===== src/rtl/cpu_pkg.sv =====
// Shared definitions for the EX-stage multiply/divide unit.
//   md_op_t    : MDctr encodings as driven by the decoder.
//   md_state_t : state type of the muldiv_unit sequencer.
//   MD_ITERS   : number of radix-2 iterations per multi-cycle op.
//   MD_CNT_W   : width of the iteration counter.
// Optional feature macro used by the unit: MULDIV_DIV_EN (divider present).
package cpu_pkg;

  typedef enum logic [2:0] {
    MD_NONE  = 3'b000,
    MD_MULT  = 3'b001,
    MD_MULTU = 3'b010,
    MD_DIV   = 3'b011,
    MD_DIVU  = 3'b100,
    MD_MTHI  = 3'b101,
    MD_MTLO  = 3'b110,
    MD_NONE7 = 3'b111
  } md_op_t;

  typedef enum logic [1:0] {
    ST_IDLE = 2'd0,
    ST_CALC = 2'd1,
    ST_FIX  = 2'd2
  } md_state_t;

  localparam int MD_ITERS = 32;
  localparam int MD_CNT_W = $clog2(MD_ITERS);

endpackage


===== src/rtl/md_sign_fix.sv =====
// Conditional two's-complement: res = neg ? -val : val.
// Ports:
//   neg : negate request
//   val : input value (W bits)
//   res : conditionally negated value (W bits)
// Used both for operand absolute values and for result sign correction.
module md_sign_fix #(
  parameter int W = 32
) (
  input  logic         neg,
  input  logic [W-1:0] val,
  output logic [W-1:0] res
);

  always_comb begin
    res = val;
    if (neg) res = ~val + W'(1);
  end

endmodule


===== src/rtl/muldiv_unit.sv =====
// Iterative multiply/divide unit with architectural HI/LO registers.
// Ports:
//   clk, rst_n      : clock (rising edge), asynchronous active-low reset
//   A, B            : rs / rt operands from register read
//   MDctr, start    : op code and one-cycle request strobe
//   busy, done      : multi-cycle op in progress / HI-LO just written
//   hi, lo          : HI and LO registers
// Configuration macro: MULDIV_DIV_EN. When undefined the divider datapath is
// absent and div/divu are ignored like MDctr=000.
// Handshake: start is sampled at a rising edge only while busy is low; a
// multi-cycle op holds busy for 33 cycles, then done pulses for exactly one
// cycle with busy low, and a new start is accepted in that done cycle.
module muldiv_unit
  import cpu_pkg::*;
#(
  parameter int WIDTH = 32
) (
  input  logic             clk,
  input  logic             rst_n,
  input  logic [WIDTH-1:0] A,
  input  logic [WIDTH-1:0] B,
  input  logic [2:0]       MDctr,
  input  logic             start,
  output logic             busy,
  output logic             done,
  output logic [WIDTH-1:0] hi,
  output logic [WIDTH-1:0] lo
);

  md_state_t             state_q, state_d;
  logic [MD_CNT_W-1:0]   cnt_q, cnt_d;
  logic [63:0]           acc_q, acc_d;     // {high/remainder, low/quotient}
  logic [31:0]           opnd_q, opnd_d;   // multiplicand or divisor
  logic                  neg_q, neg_d;     // product/quotient negative
  logic [31:0]           hi_q, hi_d, lo_q, lo_d;
  logic                  busy_q, busy_d, done_q, done_d;

  md_op_t      op;
  logic        is_signed, is_mul_op;
  logic [31:0] abs_a, abs_b;
  logic [32:0] mul_sum;
  logic [63:0] mul_next, prod_fix;

  assign op        = md_op_t'(MDctr);
  assign is_mul_op = (op == MD_MULT) || (op == MD_MULTU);
`ifdef MULDIV_DIV_EN
  assign is_signed = (op == MD_MULT) || (op == MD_DIV);
`else
  assign is_signed = (op == MD_MULT);
`endif

  md_sign_fix #(.W(32)) u_abs_a (.neg(is_signed & A[31]), .val(A), .res(abs_a));
  md_sign_fix #(.W(32)) u_abs_b (.neg(is_signed & B[31]), .val(B), .res(abs_b));
  md_sign_fix #(.W(64)) u_prod  (.neg(neg_q), .val(acc_q), .res(prod_fix));

  // Shift-add: the multiplier sits in the low half and is consumed LSB first
  // while the partial product enters from the top.
  assign mul_sum  = {1'b0, acc_q[63:32]} + (acc_q[0] ? {1'b0, opnd_q} : 33'd0);
  assign mul_next = {mul_sum, acc_q[31:1]};

`ifdef MULDIV_DIV_EN
  logic        is_div_q, is_div_d;
  logic        rneg_q, rneg_d;   // remainder takes the sign of A
  logic        dz_q, dz_d;       // divide by zero
  logic [32:0] rem33;
  logic        rem_ge;
  logic [31:0] rem_sub, rem_new, quo_fix, rem_fix;
  logic [63:0] div_next;

  // Restoring step. The running remainder is always below the divisor, so
  // the 32-bit difference is exact whenever the subtraction is taken.
  assign rem33    = {acc_q[63:32], acc_q[31]};
  assign rem_ge   = rem33 >= {1'b0, opnd_q};
  assign rem_sub  = rem33[31:0] - opnd_q;
  assign rem_new  = rem_ge ? rem_sub : rem33[31:0];
  assign div_next = {rem_new, acc_q[30:0], rem_ge};

  md_sign_fix #(.W(32)) u_quo (.neg(neg_q),  .val(acc_q[31:0]),  .res(quo_fix));
  md_sign_fix #(.W(32)) u_rem (.neg(rneg_q), .val(acc_q[63:32]), .res(rem_fix));
`endif

  always_comb begin
    state_d = state_q;
    cnt_d   = cnt_q;
    acc_d   = acc_q;
    opnd_d  = opnd_q;
    neg_d   = neg_q;
    hi_d    = hi_q;
    lo_d    = lo_q;
    busy_d  = busy_q;
    done_d  = 1'b0;
`ifdef MULDIV_DIV_EN
    is_div_d = is_div_q;
    rneg_d   = rneg_q;
    dz_d     = dz_q;
`endif
    case (state_q)
      ST_IDLE: begin
        if (start) begin
          if (is_mul_op) begin
            state_d = ST_CALC;
            cnt_d   = '0;
            busy_d  = 1'b1;
            acc_d   = {32'd0, abs_b};
            opnd_d  = abs_a;
            neg_d   = is_signed & (A[31] ^ B[31]);
`ifdef MULDIV_DIV_EN
            is_div_d = 1'b0;
          end else if ((op == MD_DIV) || (op == MD_DIVU)) begin
            state_d  = ST_CALC;
            cnt_d    = '0;
            busy_d   = 1'b1;
            acc_d    = {32'd0, abs_a};
            opnd_d   = abs_b;
            neg_d    = is_signed & (A[31] ^ B[31]);
            is_div_d = 1'b1;
            rneg_d   = is_signed & A[31];
            dz_d     = (B == 32'd0);
`endif
          end else if (op == MD_MTHI) begin
            hi_d = A;
          end else if (op == MD_MTLO) begin
            lo_d = A;
          end
        end
      end
      ST_CALC: begin
`ifdef MULDIV_DIV_EN
        acc_d = is_div_q ? div_next : mul_next;
`else
        acc_d = mul_next;
`endif
        cnt_d = cnt_q + 1'b1;
        if (cnt_q == MD_CNT_W'(MD_ITERS - 1)) state_d = ST_FIX;
      end
      ST_FIX: begin
        state_d = ST_IDLE;
        cnt_d   = '0;
        busy_d  = 1'b0;
        done_d  = 1'b1;
        {hi_d, lo_d} = prod_fix;
`ifdef MULDIV_DIV_EN
        // Divide by zero leaves |A| as remainder; its sign fix restores A.
        if (is_div_q) begin
          hi_d = rem_fix;
          lo_d = dz_q ? 32'hFFFF_FFFF : quo_fix;
        end
`endif
      end
      default: state_d = ST_IDLE;
    endcase
  end

  always_ff @(posedge clk or negedge rst_n) begin
    if (!rst_n) begin
      state_q <= ST_IDLE;
      cnt_q   <= '0;
      acc_q   <= '0;
      opnd_q  <= '0;
      neg_q   <= 1'b0;
      hi_q    <= '0;
      lo_q    <= '0;
      busy_q  <= 1'b0;
      done_q  <= 1'b0;
`ifdef MULDIV_DIV_EN
      is_div_q <= 1'b0;
      rneg_q   <= 1'b0;
      dz_q     <= 1'b0;
`endif
    end else begin
      state_q <= state_d;
      cnt_q   <= cnt_d;
      acc_q   <= acc_d;
      opnd_q  <= opnd_d;
      neg_q   <= neg_d;
      hi_q    <= hi_d;
      lo_q    <= lo_d;
      busy_q  <= busy_d;
      done_q  <= done_d;
`ifdef MULDIV_DIV_EN
      is_div_q <= is_div_d;
      rneg_q   <= rneg_d;
      dz_q     <= dz_d;
`endif
    end
  end

  assign busy = busy_q;
  assign done = done_q;
  assign hi   = hi_q;
  assign lo   = lo_q;

endmodule

===== config.mk =====
export PLATFORM = sky130hd
export DESIGN_NAME = muldiv_unit
export DESIGN_NICKNAME = d
export VERILOG_FILES = /design/src/rtl/cpu_pkg.sv /design/src/rtl/md_sign_fix.sv /design/src/rtl/muldiv_unit.sv
export SDC_FILE = /design/constraint.sdc
export NUM_CORES = 1
export LEC_CHECK = 0
export BUFFER_PORTS_ARGS = -buffer_cell sky130_fd_sc_hd__buf_4
export CORE_ASPECT_RATIO = 0.6
export CORE_MARGIN = 4
export CORE_UTILIZATION = 60
export CTS_CLUSTER_DIAMETER = 80
export DETAILED_ROUTE_END_ITERATION = 8
export GPL_TIMING_DRIVEN = 0
export PLACE_DENSITY = 0.81
export SLEW_MARGIN = 5
export SYNTH_ARGS = -nofsm -noshare
export SYNTH_HDL_FRONTEND = slang
export SYNTH_HIERARCHICAL = 1
export SYNTH_SLANG_ARGS = --single-unit

===== constraint.sdc =====
create_clock -name clk -period 3.5 [get_ports clk]
set_input_delay 0.7 -clock clk [delete_from_list [all_inputs] [get_ports clk]]
set_output_delay 0.7 -clock clk [all_outputs]
set_load 0.02 [all_outputs]

==> results.txt <==
----------------------------------------------------
[Logic synthesis]
  Simple-gate share of the synthesized area ... 19.74%
  Fraction of synthesized area in multiplexers ... under 10%
  Number of distinct library cells after synthesis ... 78
  Top FF cell, synth ... sky130_fd_sc_hd__dfrtp_1
  Synth area leader ... sky130_fd_sc_hd__dfrtp_1
  Syn. warnings ... 6
  Flops & latches, synth ... 170
  Average size of a mapped cell ... approximately 9 um2
  Register area share after synthesis ... 34.68%
  Top post-synthesis cells by area ... sky130_fd_sc_hd__dfrtp_1 (35%), sky130_fd_sc_hd__xnor2_1 (9.9%), sky130_fd_sc_hd__a21oi_1 (6.8%)
  Proportion of netlist area held by the largest area contributor ... 34.68%
  XOR/XNOR share of the synthesized area ... between 10 and 15%
  Share of the synthesized area in compound gates (AO/OA/AOI/OAI) ... between 20% and 30%
  Main combinational cell family by area after synthesis ... compound AO/OA/AOI/OAI gates
  Synthesized-area fraction occupied by adder cells ... 4.243%
  Asr flop ratio synth ... 100.0%
  Synthesized instance count ... 1375
  Number of enable flip-flop cells after synthesis ... 0
  Post-synthesis instance area ... around 12000 um2
  Net Count, Synth ... 1486

[STA]
  Setup TNS ... 0 ps
  Total of endpoints with negative setup slack in the final report ... 0
  Final hold vios ... 0
  Worst slew pin tran ... 1281 ps
  Max frequency ... 294.1 MHz
  Number of slew-limit violations in the final report ... 0
  Shortest clock period the worst path allows after layout ... about 3400 ps
  Final cycle utilization of the critical path ... 97.14%
  Worst-case setup margin in the final layout ... ~100 ps
  Relative slew margins ... roughly 15%
  Setup Skew ... ~17 ps

[Detailed routing]
  Count of unresolved DRC violations after routing ... 0
  Post-detailed-route count of antenna-violating nets ... 0
  Total routed wirelength ... 39770 um
  Number of iterations in the first detailed-routing pass ... 6
  DR vias ... 11.65k
  Iteration-0 DRC count of the detailed router ... 1658
  Drt via density ... 6.398
  Routed wirelength normalized by instance count ... 21.84 um

[Clock tree]
  Clock buffer count from CTS ... 17
  Clock slew at the register clock pins of the worst setup and hold paths ... 70 ps
  Clock tree root buffer cell ... sky130_fd_sc_hd__clkbuf_16
  Longest Clk Path Bufs ... 2
  CTS tree ... yes
  Number of clock sinks ... 170
  Count of H-tree levels built during CTS ... 4
  Insertion delay to the later sink of the worst-skew pair ... 440 ps
  Number of hold buffers added after cts ... 0

[Critical path]
  Longest individual stage delay on the worst path ... between 400 and 500 ps
  CP Launch Type ... flip-flop
  Cells along the critical path ... buf_4 -> and2_1 -> ha_1 -> inv_1 -> fa_1 -> nor2b_2 -> o31ai_4 -> a2111oi_4 -> o21ai_1 -> a311o_1 -> o21bai_2 -> xnor2_1 -> o21ai_1
  Critical Path Slowest Stage Cell ... sky130_fd_sc_hd__a2111oi_4
  Buffer and inverter count on the worst path ... 2
  Worst-path maximum fanout ... 10
  Worst EP required ... 3790 ps
  CP most frequent cell ... sky130_fd_sc_hd__o21ai_1
  Critical Setup Path Class ... reg2reg
  Category of cells accounting for the largest share of critical-path delay ... compound AO/OA/AOI/OAI gates
  Nature of the critical path endpoint ... flip-flop
  Endpoint arrival time on the critical path ... 3690 ps

[Pwr]
  Peak supply drop ... 0.4776 mV
  P per Cell Area ... 737.0 nW/um2
  Leak Pwr ... 5.850 nW

[Final layout]
  Fillcell total ... 1586
  Highest-count cells in the layout ignoring fill and taps ... sky130_fd_sc_hd__dfrtp_1 (169), sky130_fd_sc_hd__a21oi_1 (165), sky130_fd_sc_hd__buf_4 (144), sky130_fd_sc_hd__xnor2_1 (138), sky130_fd_sc_hd__nand2_1 (124)
  Most common library cell in the layout ignoring fill and taps ... sky130_fd_sc_hd__dfrtp_1
  Final core area utilization ... about 72%
  FF/Latch Area ... 4255 um2
  Final Net Count ... 1646
  Ratio of cells with drive above 1 in the final layout ... 18.80%
  Growth of design area from synthesis to finish ... 16.71%
  Multi-input combinational cell area ... 7684 um2
  Number of antenna cells inserted ... 0

[Placement]
  Count of port buffers added during placement ... between 100 and 150
  Post-placement worst setup slack ... -980.0 ps
  Final HPWL from detailed placement ... 30370 um
  Weighted congestion reported at the end of routability-driven placement ... 0.9793

[GRT]
  Global-route wire length before repair ... roughly 61000 um
  Vias in the first global route ... approximately 11k
  All-layer global routing usage ... 34.10%
  Pin count of the biggest net entering global routing ... 89
  GRT Residual Overflow ... 0
  Antenna violations before repair ... 0

[Run status]
  Status ... finished, final reports clean

[Hold path]
  Hold/Removal Path Class ... in2async

[Die]
  Area of the core ... 20020 um2
  Cell row count ... 40
  Number of placed I/O pins ... 136
  Die Y ... approximately 120 um
  Die Outline Area ... between 20000 and 25000 um2
  Overall die width ... 192.6 um
  Initial standard-cell utilization of the core ... between 60% and 70%

[Run]
  Maximum capacitance violations ... 0

----------------------------------------------------
-- synthesized netlist by cell type (5+ instances only) --
cell type                    n
sky130_fd_sc_hd__dfrtp_1   170
sky130_fd_sc_hd__a21oi_1   166
sky130_fd_sc_hd__xnor2_1   138
sky130_fd_sc_hd__nand2_1   124
sky130_fd_sc_hd__o21ai_0   104
sky130_fd_sc_hd__nor2_1     95
sky130_fd_sc_hd__clkbuf_1   50
sky130_fd_sc_hd__ha_1       40
sky130_fd_sc_hd__o31ai_1    39
sky130_fd_sc_hd__nor2b_1    37
sky130_fd_sc_hd__and2_1     35
sky130_fd_sc_hd__mux2i_1    33
sky130_fd_sc_hd__mux2_2     32
sky130_fd_sc_hd__inv_1      24
sky130_fd_sc_hd__o21ai_1    20
sky130_fd_sc_hd__nand3_1    18
sky130_fd_sc_hd__o41ai_1    18
sky130_fd_sc_hd__nand2b_1   16
sky130_fd_sc_hd__or3_1      14
sky130_fd_sc_hd__a21o_1     13
sky130_fd_sc_hd__nand4_1    13
sky130_fd_sc_hd__nor3_1     13
sky130_fd_sc_hd__buf_1      12
sky130_fd_sc_hd__o41ai_2    12
sky130_fd_sc_hd__xor2_1     12
sky130_fd_sc_hd__or4_1      10
sky130_fd_sc_hd__nor4_4      9
sky130_fd_sc_hd__or2_2       8
sky130_fd_sc_hd__o31ai_2     7
sky130_fd_sc_hd__buf_2       6
sky130_fd_sc_hd__nor4_1      6
sky130_fd_sc_hd__or4_4       6
sky130_fd_sc_hd__a31oi_1     5
-- metal layers --
layer | track usage [%] | up-vias | part of all wire [%]
met5 | 0 | - | 0
met4 | 5.343 | 0 | 1.1
met3 | 9.711 | 45 | 13
met2 | 46.21 | 674 | 41
met1 | 54.41 | 5679 | 45
li1 | - | 5252 | -
-- cells by family (layout without fill, tap and decap cells) --
group                    after synthesis  count (layout)
buffers and inverters                 97             270
adder cells (fa/ha/maj)               41              41
multiplexers                          65              65
AND/OR/NAND/NOR                      433             433
XOR/XNOR                             150             150
AO/OA/AOI/OAI                        419             419
flip-flops                           170             170
-- power breakdown --
| group | internal (mW) | switching (mW) |
|---|---|---|
| Combinational | 2.15 | 3.13 |
| Sequential | 2.64 | 0.825 |
| Clock | 0.957 | 0.855 |
-- final timing paths --
| kind | from | to | slack [ps] | depth (start not counted) |
|---|---|---|---|---|
| worst max-delay path | acc_q[0] | acc_q[59] | 100 | 13 |
| worst min-delay path | rst_n | cnt_q[2] | 240 | 1 |
| worst max register to register | acc_q[0] | acc_q[59] | 100 | 13 |
| worst min register to register | cnt_q[3] | cnt_q[3] | 490 | 1 |
| max in group asynchronous | rst_n | acc_q[0] | 2360 | 2 |
| min in group clk | cnt_q[3] | cnt_q[3] | 490 | 1 |
-- registers in the layout, summed over array words and instances (netlist names) --
register	flops
neg_q	1
hi	32
state_q	2
opnd_q	32
acc_q	64
cnt_q	5
done	1
lo	32
busy	1
-- layout make-up --
type | instances | share of cell area (%)
multi-input cells | 1108 | 53.67
flip-flops and latches | 170 | 29.72
repair buffers | 141 | 7.586
clock buffers | 21 | 3.216
well taps | 273 | 2.386
plain buffers | 73 | 2.167
inverters | 24 | 0.6293
clock inverters | 11 | 0.6205
-- worst register-to-register path: stages, from the launching register on --
cell and delay (ps):
sky130_fd_sc_hd__dfrtp_2 420, sky130_fd_sc_hd__buf_4 240, sky130_fd_sc_hd__and2_1 160, sky130_fd_sc_hd__ha_1 200, sky130_fd_sc_hd__inv_1 70, sky130_fd_sc_hd__fa_1 420
sky130_fd_sc_hd__nor2b_2 210, sky130_fd_sc_hd__o31ai_4 130, sky130_fd_sc_hd__a2111oi_4 460, sky130_fd_sc_hd__o21ai_1 190, sky130_fd_sc_hd__a311o_1 390, sky130_fd_sc_hd__o21bai_2 170
sky130_fd_sc_hd__xnor2_1 140, sky130_fd_sc_hd__o21ai_1 80
-- repair_timing --
item / CTS / global route
gates resized for setup: 6 / 11
buffers inserted: 4 / 1
pin swaps: 0 / 3
setup endpoints to repair: 19 / 10
-- through the flow --
step	hold WS [ps]	power, mW	cell area (um2)	cells
2_1_floorplan	404.4	6.776	12270	1375
3_3_place_gp	465.0	8.332	13620	1783
3_5_place_dp	473.1	8.491	13660	1784
4_1_cts	267.8	10.37	14260	1820
5_1_grt	293.9	11.10	14320	1821
6_report	240.9	10.55	14320	1821
(Power assumes the default switching activity.)
